File: src/rtl/mem_copy_engine_if.sv
// rtl/mem_copy_engine_if.sv - control handshake and memory-bus bundle for mem_copy_engine
interface mem_copy_engine_if #(
    parameter int DATA_W = 32
);
    logic              i_start;
    logic              i_mode;
    logic [DATA_W-1:0] i_src;
    logic [DATA_W-1:0] i_dst;
    logic [DATA_W-1:0] i_len;
    logic [DATA_W-1:0] i_fill;
    logic              o_busy;
    logic              o_done;
    logic              o_err;
    logic [DATA_W-1:0] o_count;
    logic [DATA_W-1:0] o_mem_addr;
    logic [DATA_W-1:0] o_mem_in;
    logic              o_mem_wr;
    logic [DATA_W-1:0] i_mem_out;

    // Engine side: takes requests and read data, drives status and the memory bus.
    modport slave (
        input  i_start, i_mode, i_src, i_dst, i_len, i_fill, i_mem_out,
        output o_busy, o_done, o_err, o_count, o_mem_addr, o_mem_in, o_mem_wr
    );

    // Controller/memory side: issues requests and returns read data.
    modport master (
        output i_start, i_mode, i_src, i_dst, i_len, i_fill, i_mem_out,
        input  o_busy, o_done, o_err, o_count, o_mem_addr, o_mem_in, o_mem_wr
    );
endinterface

File: src/rtl/mem_copy_engine.sv
// rtl/mem_copy_engine.sv - block COPY/FILL engine driving a single-port memory
module mem_copy_engine #(
    parameter int DATA_W = 32,
    parameter int DEPTH  = 256
) (
    input  logic                i_clk,
    input  logic                i_rst,
    mem_copy_engine_if.slave    bus
);
    typedef enum logic [1:0] {S_IDLE, S_RD, S_WR, S_FIN} state_t;

    localparam logic [DATA_W:0]   DEPTH_X = (DATA_W+1)'(DEPTH);
    localparam logic [DATA_W-1:0] ONE     = DATA_W'(1);

    state_t            r_state;
    logic              r_mode;
    logic [DATA_W-1:0] r_src;
    logic [DATA_W-1:0] r_dst;
    logic [DATA_W-1:0] r_len;
    logic [DATA_W-1:0] r_idx;
    // Holds the word read in RD for COPY, or the constant for FILL; it is the MEM_IN register.
    logic [DATA_W-1:0] r_buf;
    logic              r_busy;
    logic              r_done;
    logic              r_err;
    logic [DATA_W-1:0] r_count;
    logic [DATA_W-1:0] r_mem_addr;
    logic              r_mem_wr;

    state_t            w_state;
    logic              w_mode;
    logic [DATA_W-1:0] w_src;
    logic [DATA_W-1:0] w_dst;
    logic [DATA_W-1:0] w_len;
    logic [DATA_W-1:0] w_idx;
    logic [DATA_W-1:0] w_buf;
    logic              w_busy;
    logic              w_done;
    logic              w_err;
    logic [DATA_W-1:0] w_count;
    logic [DATA_W-1:0] w_mem_addr;
    logic              w_mem_wr;

    logic [DATA_W:0]   w_dst_end;
    logic [DATA_W:0]   w_src_end;
    logic              w_reject;
    logic [DATA_W-1:0] w_idx_inc;
    logic              w_last;

    // One extra bit keeps base+length from wrapping past the end of memory.
    assign w_dst_end = {1'b0, bus.i_dst} + {1'b0, bus.i_len};
    assign w_src_end = {1'b0, bus.i_src} + {1'b0, bus.i_len};
    assign w_reject  = (w_dst_end > DEPTH_X) || (!bus.i_mode && (w_src_end > DEPTH_X));
    assign w_idx_inc = r_idx + ONE;
    assign w_last    = (w_idx_inc == r_len);

    // Next state and next value of every registered output; each register is loaded
    // with the value its output must show in the state being entered.
    always_comb begin
        w_state    = r_state;
        w_mode     = r_mode;
        w_src      = r_src;
        w_dst      = r_dst;
        w_len      = r_len;
        w_idx      = r_idx;
        w_buf      = r_buf;
        w_busy     = r_busy;
        w_done     = 1'b0;
        w_err      = 1'b0;
        w_count    = r_count;
        w_mem_addr = r_mem_addr;
        w_mem_wr   = 1'b0;
        case (r_state)
            S_IDLE: begin
                if (bus.i_start) begin
                    w_mode  = bus.i_mode;
                    w_src   = bus.i_src;
                    w_dst   = bus.i_dst;
                    w_len   = bus.i_len;
                    w_idx   = '0;
                    w_count = '0;
                    if (w_reject || (bus.i_len == '0)) begin
                        w_state = S_FIN;
                        w_done  = 1'b1;
                        w_err   = w_reject;
                        w_busy  = 1'b0;
                    end else if (!bus.i_mode) begin
                        w_state    = S_RD;
                        w_busy     = 1'b1;
                        w_mem_addr = bus.i_src;
                    end else begin
                        w_state    = S_WR;
                        w_busy     = 1'b1;
                        w_mem_addr = bus.i_dst;
                        w_buf      = bus.i_fill;
                        w_mem_wr   = 1'b1;
                    end
                end
            end
            S_RD: begin
                w_state    = S_WR;
                w_buf      = bus.i_mem_out;
                w_mem_addr = r_dst + r_idx;
                w_mem_wr   = 1'b1;
            end
            S_WR: begin
                w_count = r_count + ONE;
                w_idx   = w_idx_inc;
                if (w_last) begin
                    w_state = S_FIN;
                    w_done  = 1'b1;
                    w_busy  = 1'b0;
                end else if (!r_mode) begin
                    w_state    = S_RD;
                    w_mem_addr = r_src + w_idx_inc;
                end else begin
                    w_mem_addr = r_dst + w_idx_inc;
                    w_mem_wr   = 1'b1;
                end
            end
            S_FIN: begin
                w_state = S_IDLE;
                w_busy  = 1'b0;
            end
            default: begin
                w_state = S_IDLE;
                w_busy  = 1'b0;
            end
        endcase
    end

    // State and output registers; reset abandons any transfer without a DONE.
    always_ff @(posedge i_clk) begin
        if (i_rst) begin
            r_state    <= S_IDLE;
            r_mode     <= 1'b0;
            r_src      <= '0;
            r_dst      <= '0;
            r_len      <= '0;
            r_idx      <= '0;
            r_buf      <= '0;
            r_busy     <= 1'b0;
            r_done     <= 1'b0;
            r_err      <= 1'b0;
            r_count    <= '0;
            r_mem_addr <= '0;
            r_mem_wr   <= 1'b0;
        end else begin
            r_state    <= w_state;
            r_mode     <= w_mode;
            r_src      <= w_src;
            r_dst      <= w_dst;
            r_len      <= w_len;
            r_idx      <= w_idx;
            r_buf      <= w_buf;
            r_busy     <= w_busy;
            r_done     <= w_done;
            r_err      <= w_err;
            r_count    <= w_count;
            r_mem_addr <= w_mem_addr;
            r_mem_wr   <= w_mem_wr;
        end
    end

    assign bus.o_busy     = r_busy;
    assign bus.o_done     = r_done;
    assign bus.o_err      = r_err;
    assign bus.o_count    = r_count;
    assign bus.o_mem_addr = r_mem_addr;
    assign bus.o_mem_in   = r_buf;
    assign bus.o_mem_wr   = r_mem_wr;
endmodule
File: src/flat_wrapper.sv
// flat-port wrapper written by rule: the top's interface ports become plain ports
module mem_copy_engine_flat 
#(
    parameter int DATA_W = 32,
    parameter int DEPTH  = 256
)
  (i_clk, i_rst, bus_i_start, bus_i_mode, bus_i_src, bus_i_dst, bus_i_len, bus_i_fill, bus_i_mem_out, bus_o_busy, bus_o_done, bus_o_err, bus_o_count, bus_o_mem_addr, bus_o_mem_in, bus_o_mem_wr);
  mem_copy_engine_if #(.DATA_W(DATA_W)) bus_i ();
  input  logic i_clk;
  input  logic i_rst;
  input wire logic [$bits(bus_i.i_start)-1:0] bus_i_start;
  input wire logic [$bits(bus_i.i_mode)-1:0] bus_i_mode;
  input wire logic [$bits(bus_i.i_src)-1:0] bus_i_src;
  input wire logic [$bits(bus_i.i_dst)-1:0] bus_i_dst;
  input wire logic [$bits(bus_i.i_len)-1:0] bus_i_len;
  input wire logic [$bits(bus_i.i_fill)-1:0] bus_i_fill;
  input wire logic [$bits(bus_i.i_mem_out)-1:0] bus_i_mem_out;
  output wire logic [$bits(bus_i.o_busy)-1:0] bus_o_busy;
  output wire logic [$bits(bus_i.o_done)-1:0] bus_o_done;
  output wire logic [$bits(bus_i.o_err)-1:0] bus_o_err;
  output wire logic [$bits(bus_i.o_count)-1:0] bus_o_count;
  output wire logic [$bits(bus_i.o_mem_addr)-1:0] bus_o_mem_addr;
  output wire logic [$bits(bus_i.o_mem_in)-1:0] bus_o_mem_in;
  output wire logic [$bits(bus_i.o_mem_wr)-1:0] bus_o_mem_wr;
  assign bus_i.i_start = bus_i_start;
  assign bus_i.i_mode = bus_i_mode;
  assign bus_i.i_src = bus_i_src;
  assign bus_i.i_dst = bus_i_dst;
  assign bus_i.i_len = bus_i_len;
  assign bus_i.i_fill = bus_i_fill;
  assign bus_i.i_mem_out = bus_i_mem_out;
  assign bus_o_busy = bus_i.o_busy;
  assign bus_o_done = bus_i.o_done;
  assign bus_o_err = bus_i.o_err;
  assign bus_o_count = bus_i.o_count;
  assign bus_o_mem_addr = bus_i.o_mem_addr;
  assign bus_o_mem_in = bus_i.o_mem_in;
  assign bus_o_mem_wr = bus_i.o_mem_wr;
  mem_copy_engine #(.DATA_W(DATA_W), .DEPTH(DEPTH)) u_core (.i_clk(i_clk), .i_rst(i_rst), .bus(bus_i));
endmodule
File: config.mk
export PLATFORM = sky130hd
export DESIGN_NAME = mem_copy_engine_flat
export DESIGN_NICKNAME = d
export VERILOG_FILES = /design/src/rtl/mem_copy_engine_if.sv /design/src/rtl/mem_copy_engine.sv /design/src/flat_wrapper.sv
export SDC_FILE = /design/constraint.sdc
export NUM_CORES = 1
export LEC_CHECK = 0
export ABC_CLOCK_PERIOD_IN_PS = 13400
export CAP_MARGIN = 20
export CORE_AREA = 2 2 258 260
export CTS_CLUSTER_DIAMETER = 80
export DETAILED_ROUTE_END_ITERATION = 12
export DIE_AREA = 0 0 260 262
export GPL_TIMING_DRIVEN = 0
export PLACE_DENSITY = 0.6
export SYNTH_ARGS = -nofsm -noshare
export SYNTH_HDL_FRONTEND = slang
export SYNTH_SLANG_ARGS = --single-unit
File: constraint.sdc
create_clock -name i_clk -period 13.4 [get_ports i_clk]
set_input_delay 2.68 -clock i_clk [delete_from_list [all_inputs] [get_ports i_clk]]
set_output_delay 2.68 -clock i_clk [all_outputs]
set_load 0.02 [all_outputs]
==> tab_implementation.tex <==
\begin{tabular}{lr}
\hline
Metric & Value \\
\hline
\multicolumn{2}{l}{\textbf{Status}} \\
\quad Outcome & finished, final reports clean \\
\multicolumn{2}{l}{\textbf{Final layout}} \\
\quad Area grow syn2layout & 23.59\% \\
\quad Layout net count & 3129 \\
\quad Number of diodes & 0 \\
\quad Final-layout fill cell count & 6930 \\
\quad Proportion of layout cells with a drive suffix above 1 & 6.496\% \\
\multicolumn{2}{l}{\textbf{Drt}} \\
\quad Overall routed net length & 80.88 mm \\
\quad Antenna Violating Nets Remaining & 0 \\
\quad Detailed-route vias per instance & 5.508 \\
\quad Iteration count of the initial detailed-routing pass & 6 \\
\quad Number of design-rule violations left by the first detailed-router iteration & 1584 \\
\quad Per-cell routed wire length & 21.79 microns \\
\quad Number of remaining DRC errors & 0 \\
\quad Vias & 20450 \\
\multicolumn{2}{l}{\textbf{STA}} \\
\quad Final-report setup violation count & 0 \\
\quad Final sum of negative setup slack & 0 ps \\
\quad Share of the cycle needed by the critical path after routing & 58.19\% \\
\quad Post-Route Skew & 23.82 ps \\
\quad Fmax achieved & 0.1282 GHz \\
\quad RSZ-0062 raised after global routing & no \\
\quad Final period demand of the worst path & 7798 ps \\
\quad Number of failing hold endpoints at the final stage & 0 \\
\quad Final Max Slew Viols & 0 \\
\quad Relative slew slack & 30.30\% \\
\quad Actual slew at the worst max-slew pin & 1019 ps \\
\multicolumn{2}{l}{\textbf{Worst setup path}} \\
\quad Critical Path Start Type & input port \\
\quad CP Data Arrival Time & 8300 ps \\
\quad Highest-delay cell along the critical path & sky130\_fd\_sc\_hd\_\_nor4b\_1 \\
\quad Critical path cell sequence & clkdlybuf4s50\_1 -> ha\_1 -> fa\_1 -> a211oi\_1 -> o211ai\_1 -> a211oi\_1 -> o31ai\_1 -> a21oi\_1 -> xnor2\_1 -> or4\_1 -> nor4b\_1 -> a41o\_2 -> and3\_1 -> buf\_6 -> clkbuf\_2 -> o21ai\_0 -> a21oi\_1 \\
\quad Largest fanout on the critical path & 10 \\
\quad Critical Path End Type & flip-flop \\
\quad Worst EP required & 13910 ps \\
\quad Buffering stage count on the worst path with inverters included & 3 \\
\quad Category of the most critical setup path & in -> reg \\
\quad Cell type group with the largest total delay on the critical path & compound AO/OA/AOI/OAI gates \\
\quad Worst path max stage delay & 700 ps \\
\quad Crit Reg-Reg Startpoint & u\_core.r\_idx[0]\$\_SDFFE\_PP0P\_ \\
\quad Launch point of the worst path & bus\_i\_len[0] \\
\multicolumn{2}{l}{\textbf{Power and ir drop}} \\
\quad Net switching fraction of the power & 42.03\% \\
\quad Pwr Density & 117.9 nW/um\^{}2 \\
\quad Internal power component & 1.644 mW \\
\quad Share of power burned in the clock network & 26.1\% \\
\quad Combinational fraction of design power & 43.6\% \\
\quad Switching power summed over all nets & 1.192 mW \\
\quad Leakage power & 9.222 nW \\
\quad Reg power frac & 30.3\% \\
\quad Power, Total & 2.836 mW \\
\quad Peak supply drop & 93.87 uV \\
\multicolumn{2}{l}{\textbf{Clock network}} \\
\quad \# H-tree levels & 1 \\
\quad Root buffer selected by CTS & sky130\_fd\_sc\_hd\_\_clkbuf\_16 \\
\quad Number of sinks driven by the clock tree & 231 \\
\quad Number of buffers inserted to repair setup after CTS & 0 \\
\quad Post-CTS sizing & 0 \\
\quad Number of buffers between clock root and the deepest sink & 3 \\
\quad CTS tree & built \\
\quad Source-to-sink clock delay at the later pin of the worst-skew pair & 590 ps \\
\quad Total CTS buffers & 27 \\
\quad Post-CTS clock slew at the launch and capture registers of the worst setup and hold paths & 60 ps \\
\quad Post-CTS Hold Buffers & 0 \\
\multicolumn{2}{l}{\textbf{Die}} \\
\quad \# IOs & 264 \\
\quad Full die area & 68120 sq um \\
\quad Die boundary width & 260 microns \\
\quad Num rows & 94 \\
\quad Starting utilization of the core area & 29.83\% \\
\quad Placeable Area & 65280 sq um \\
\quad Die Span Y & 262 microns \\
\multicolumn{2}{l}{\textbf{GRT}} \\
\quad Via count of the first global-routing pass & 19460 \\
\quad Maximum number of pins on one net before global-route repair & 15 \\
\quad Overall track demand over capacity in global routing & 22.80\% \\
\quad Initial antenna violation count & 2 \\
\quad Global-route wire length before repair & 118.1 mm \\
\quad GR Overflow Total & 0 \\
\multicolumn{2}{l}{\textbf{Placed design}} \\
\quad Number of I/O port buffers & 261 \\
\quad Weighted congestion reported at the end of routability-driven placement & 0.9717 \\
\quad Half-perimeter wire length after detailed placement & 67.06 mm \\
\multicolumn{2}{l}{\textbf{Yosys}} \\
\quad Synthesized area & 19470 sq um \\
\quad Proportion of synthesized flip-flops having asynchronous set or reset & 0\% \\
\quad Main flop type after synthesis & sky130\_fd\_sc\_hd\_\_dfxtp\_1 \\
\quad Sequential area share after synthesis & 23.75\% \\
\quad Mean instance size in the synthesized netlist & 7.680 sq um \\
\quad Number of enable flip-flop cells after synthesis & 0 \\
\quad Instance count of the mapped netlist & 2535 \\
\quad Post-synthesis register bit count & 231 \\
\quad Yosys warning count & 0 \\
\quad Synth cell types & 100 \\
\quad Number of nets produced by synthesis & 2835 \\
\multicolumn{2}{l}{\textbf{Flow run}} \\
\quad Count of maximum capacitance violations & 0 \\
\multicolumn{2}{l}{\textbf{Hold path}} \\
\quad Hold Path Class & reg -> reg \\
\quad Launch instance of the worst min-delay path & u\_core.r\_src[27]\$\_SDFFE\_PP0P\_ \\
\hline
\end{tabular}
-- synth_stat cells (26+ instances only) --
master                     count  area [sq um]
sky130_fd_sc_hd__a21oi_1     275          1376
sky130_fd_sc_hd__dfxtp_1     231          4624
sky130_fd_sc_hd__and3_1       35         219.0
sky130_fd_sc_hd__clkbuf_1    109         409.1
sky130_fd_sc_hd__nor4_1       28         175.2
sky130_fd_sc_hd__xnor2_1      88         770.7
sky130_fd_sc_hd__a21o_1       51         382.9
sky130_fd_sc_hd__mux2i_1      57         570.6
sky130_fd_sc_hd__ha_1        132          1652
sky130_fd_sc_hd__mux2_2       31         349.1
sky130_fd_sc_hd__nand4_1      45         281.5
sky130_fd_sc_hd__nor3_1       51         255.2
sky130_fd_sc_hd__a211oi_1     77         578.1
sky130_fd_sc_hd__xor2_1       67         586.8
sky130_fd_sc_hd__nor2_1      186         698.2
sky130_fd_sc_hd__o21ai_0     109         545.5
sky130_fd_sc_hd__a31oi_1      26         162.7
sky130_fd_sc_hd__nand3_1      89         445.4
sky130_fd_sc_hd__inv_1        53         198.9
sky130_fd_sc_hd__nand2_1     336          1261
-- tightest hold or removal path, cell delays in order, from the launching register on --
cell and delay (ps):
sky130_fd_sc_hd__dfxtp_1 310, sky130_fd_sc_hd__nand2_1 50, sky130_fd_sc_hd__a21oi_1 50
-- cell type report --
class                           instances  area (sq um)  share of cell area [%]
Multi-Input combinational cell       2084         13760                   57.18
Sequential cell                       231          4624                   19.22
Timing Repair Buffer                  265          2643                   10.98
Tap cell                              864          1081                   4.493
Buffer                                167         887.1                   3.687
Clock buffer                           33         728.2                   3.026
Inverter                               53         198.9                  0.8267
Clock inverter                         15         141.4                  0.5876
-- metal layers --
metal	share of wire, %	vias up	track usage (%)	wire [microns]
li1	-	9961	-	-
met1	41	9555	27.81	33080
met2	46	746	38.68	37560
met3	6.0	184	2.431	4871
met4	6.6	0	13.86	5366
met5	0	-	0	0
-- kinds of logic after synthesis --
group | synth area share, %
AOI/OAI and AO/OA | 26.35
and+or+nand+nor | 23.15
xor gates and xnor gates | 7.551
adders and majority gates | 8.894
muxes | 4.723
buffers and inverters | 5.578
DFF | 23.75
-- registers in the layout, summed over array words and instances (netlist names) --
signal	flops
u_core.bus.o_count	32
u_core.bus.o_done	1
u_core.bus.o_mem_addr	32
u_core.r_src	32
u_core.r_len	32
u_core.bus.o_err	1
u_core.r_idx	32
u_core.r_mode	1
u_core.r_state	2
u_core.bus.o_mem_in	32
u_core.bus.o_busy	1
u_core.r_dst	32
u_core.bus.o_mem_wr	1
-- stage by stage --
stage	utilization, %	instances	area (sq um)	setup WS [ps]	hold slack (ps)
2_1_floorplan	-	2535	19470	6816	433.8
3_3_place_gp	35.49	3660	23160	4797	440.6
3_5_place_dp	35.51	3662	23180	5087	444.1
4_1_cts	36.84	3710	24050	5672	452.5
5_1_grt	36.86	3712	24060	5533	472.3
6_report	36.86	3712	24060	5602	455.0
-- power by group through the flow --
stage | clock network, mW | logic, mW | registers (mW)
3_3_place_gp | 0 | 1.22 | 0.868
2_1_floorplan | 0 | 0.689 | 0.888
6_report | 0.740 | 1.24 | 0.859
5_1_grt | 0.774 | 1.32 | 0.865
4_1_cts | 0.751 | 1.22 | 0.855
3_5_place_dp | 0 | 1.22 | 0.869
-- final timing paths --
path                                                               end  slack (ps)  depth (start not counted)
worst min-delay path                     u_core.r_src[27]$_SDFFE_PP0P_         460                          2
worst max-delay path            u_core.bus.o_mem_addr[15]$_SDFFE_PP0P_        5600                         17
worst max register to register  u_core.bus.o_mem_addr[27]$_SDFFE_PP0P_        7750                         16
worst min register to register           u_core.r_src[27]$_SDFFE_PP0P_         460                          2
-- cells in the final DEF, fill, tap and decap left out, types with 10 or more instances in the layout --
cell                              Yosys  routed
sky130_fd_sc_hd__dfxtp_1            231     231
sky130_fd_sc_hd__xnor2_1             88      88
sky130_fd_sc_hd__nor3_1              51      51
sky130_fd_sc_hd__and2_1              14      14
sky130_fd_sc_hd__a2111oi_0           12      12
sky130_fd_sc_hd__inv_1               53      53
sky130_fd_sc_hd__o21ai_0            109     109
sky130_fd_sc_hd__ha_1               132     132
sky130_fd_sc_hd__nand4_1             45      45
sky130_fd_sc_hd__nand2b_1            15      15
sky130_fd_sc_hd__and4_1              13      13
sky130_fd_sc_hd__o21bai_1            15      15
sky130_fd_sc_hd__nand3_1             89      89
sky130_fd_sc_hd__nor4_1              28      28
sky130_fd_sc_hd__nor2b_1             24      24
sky130_fd_sc_hd__clkbuf_16            0      27
sky130_fd_sc_hd__buf_2               22      24
sky130_fd_sc_hd__mux2_2              31      31
sky130_fd_sc_hd__clkbuf_1           109     112
sky130_fd_sc_hd__mux2i_1             57      57
sky130_fd_sc_hd__a21o_1              51      51
sky130_fd_sc_hd__a21oi_1            275     275
sky130_fd_sc_hd__o41ai_1             12      12
sky130_fd_sc_hd__and3_1              35      35
sky130_fd_sc_hd__nand2_1            336     336
sky130_fd_sc_hd__a31oi_1             26      26
sky130_fd_sc_hd__o211ai_1            11      11
sky130_fd_sc_hd__a22oi_1             22      22
sky130_fd_sc_hd__or3_1               14      14
sky130_fd_sc_hd__nand4b_1            21      21
sky130_fd_sc_hd__clkbuf_8            17      20
sky130_fd_sc_hd__a221oi_1            25      25
sky130_fd_sc_hd__o21a_1              23      23
sky130_fd_sc_hd__o2111ai_1           10      10
sky130_fd_sc_hd__xor2_1              67      67
sky130_fd_sc_hd__o31ai_1             10      10
sky130_fd_sc_hd__a211oi_1            77      77
sky130_fd_sc_hd__nor2_1             186     186
sky130_fd_sc_hd__clkdlybuf4s50_1      0     261
Power figures use the tool's default switching activity.
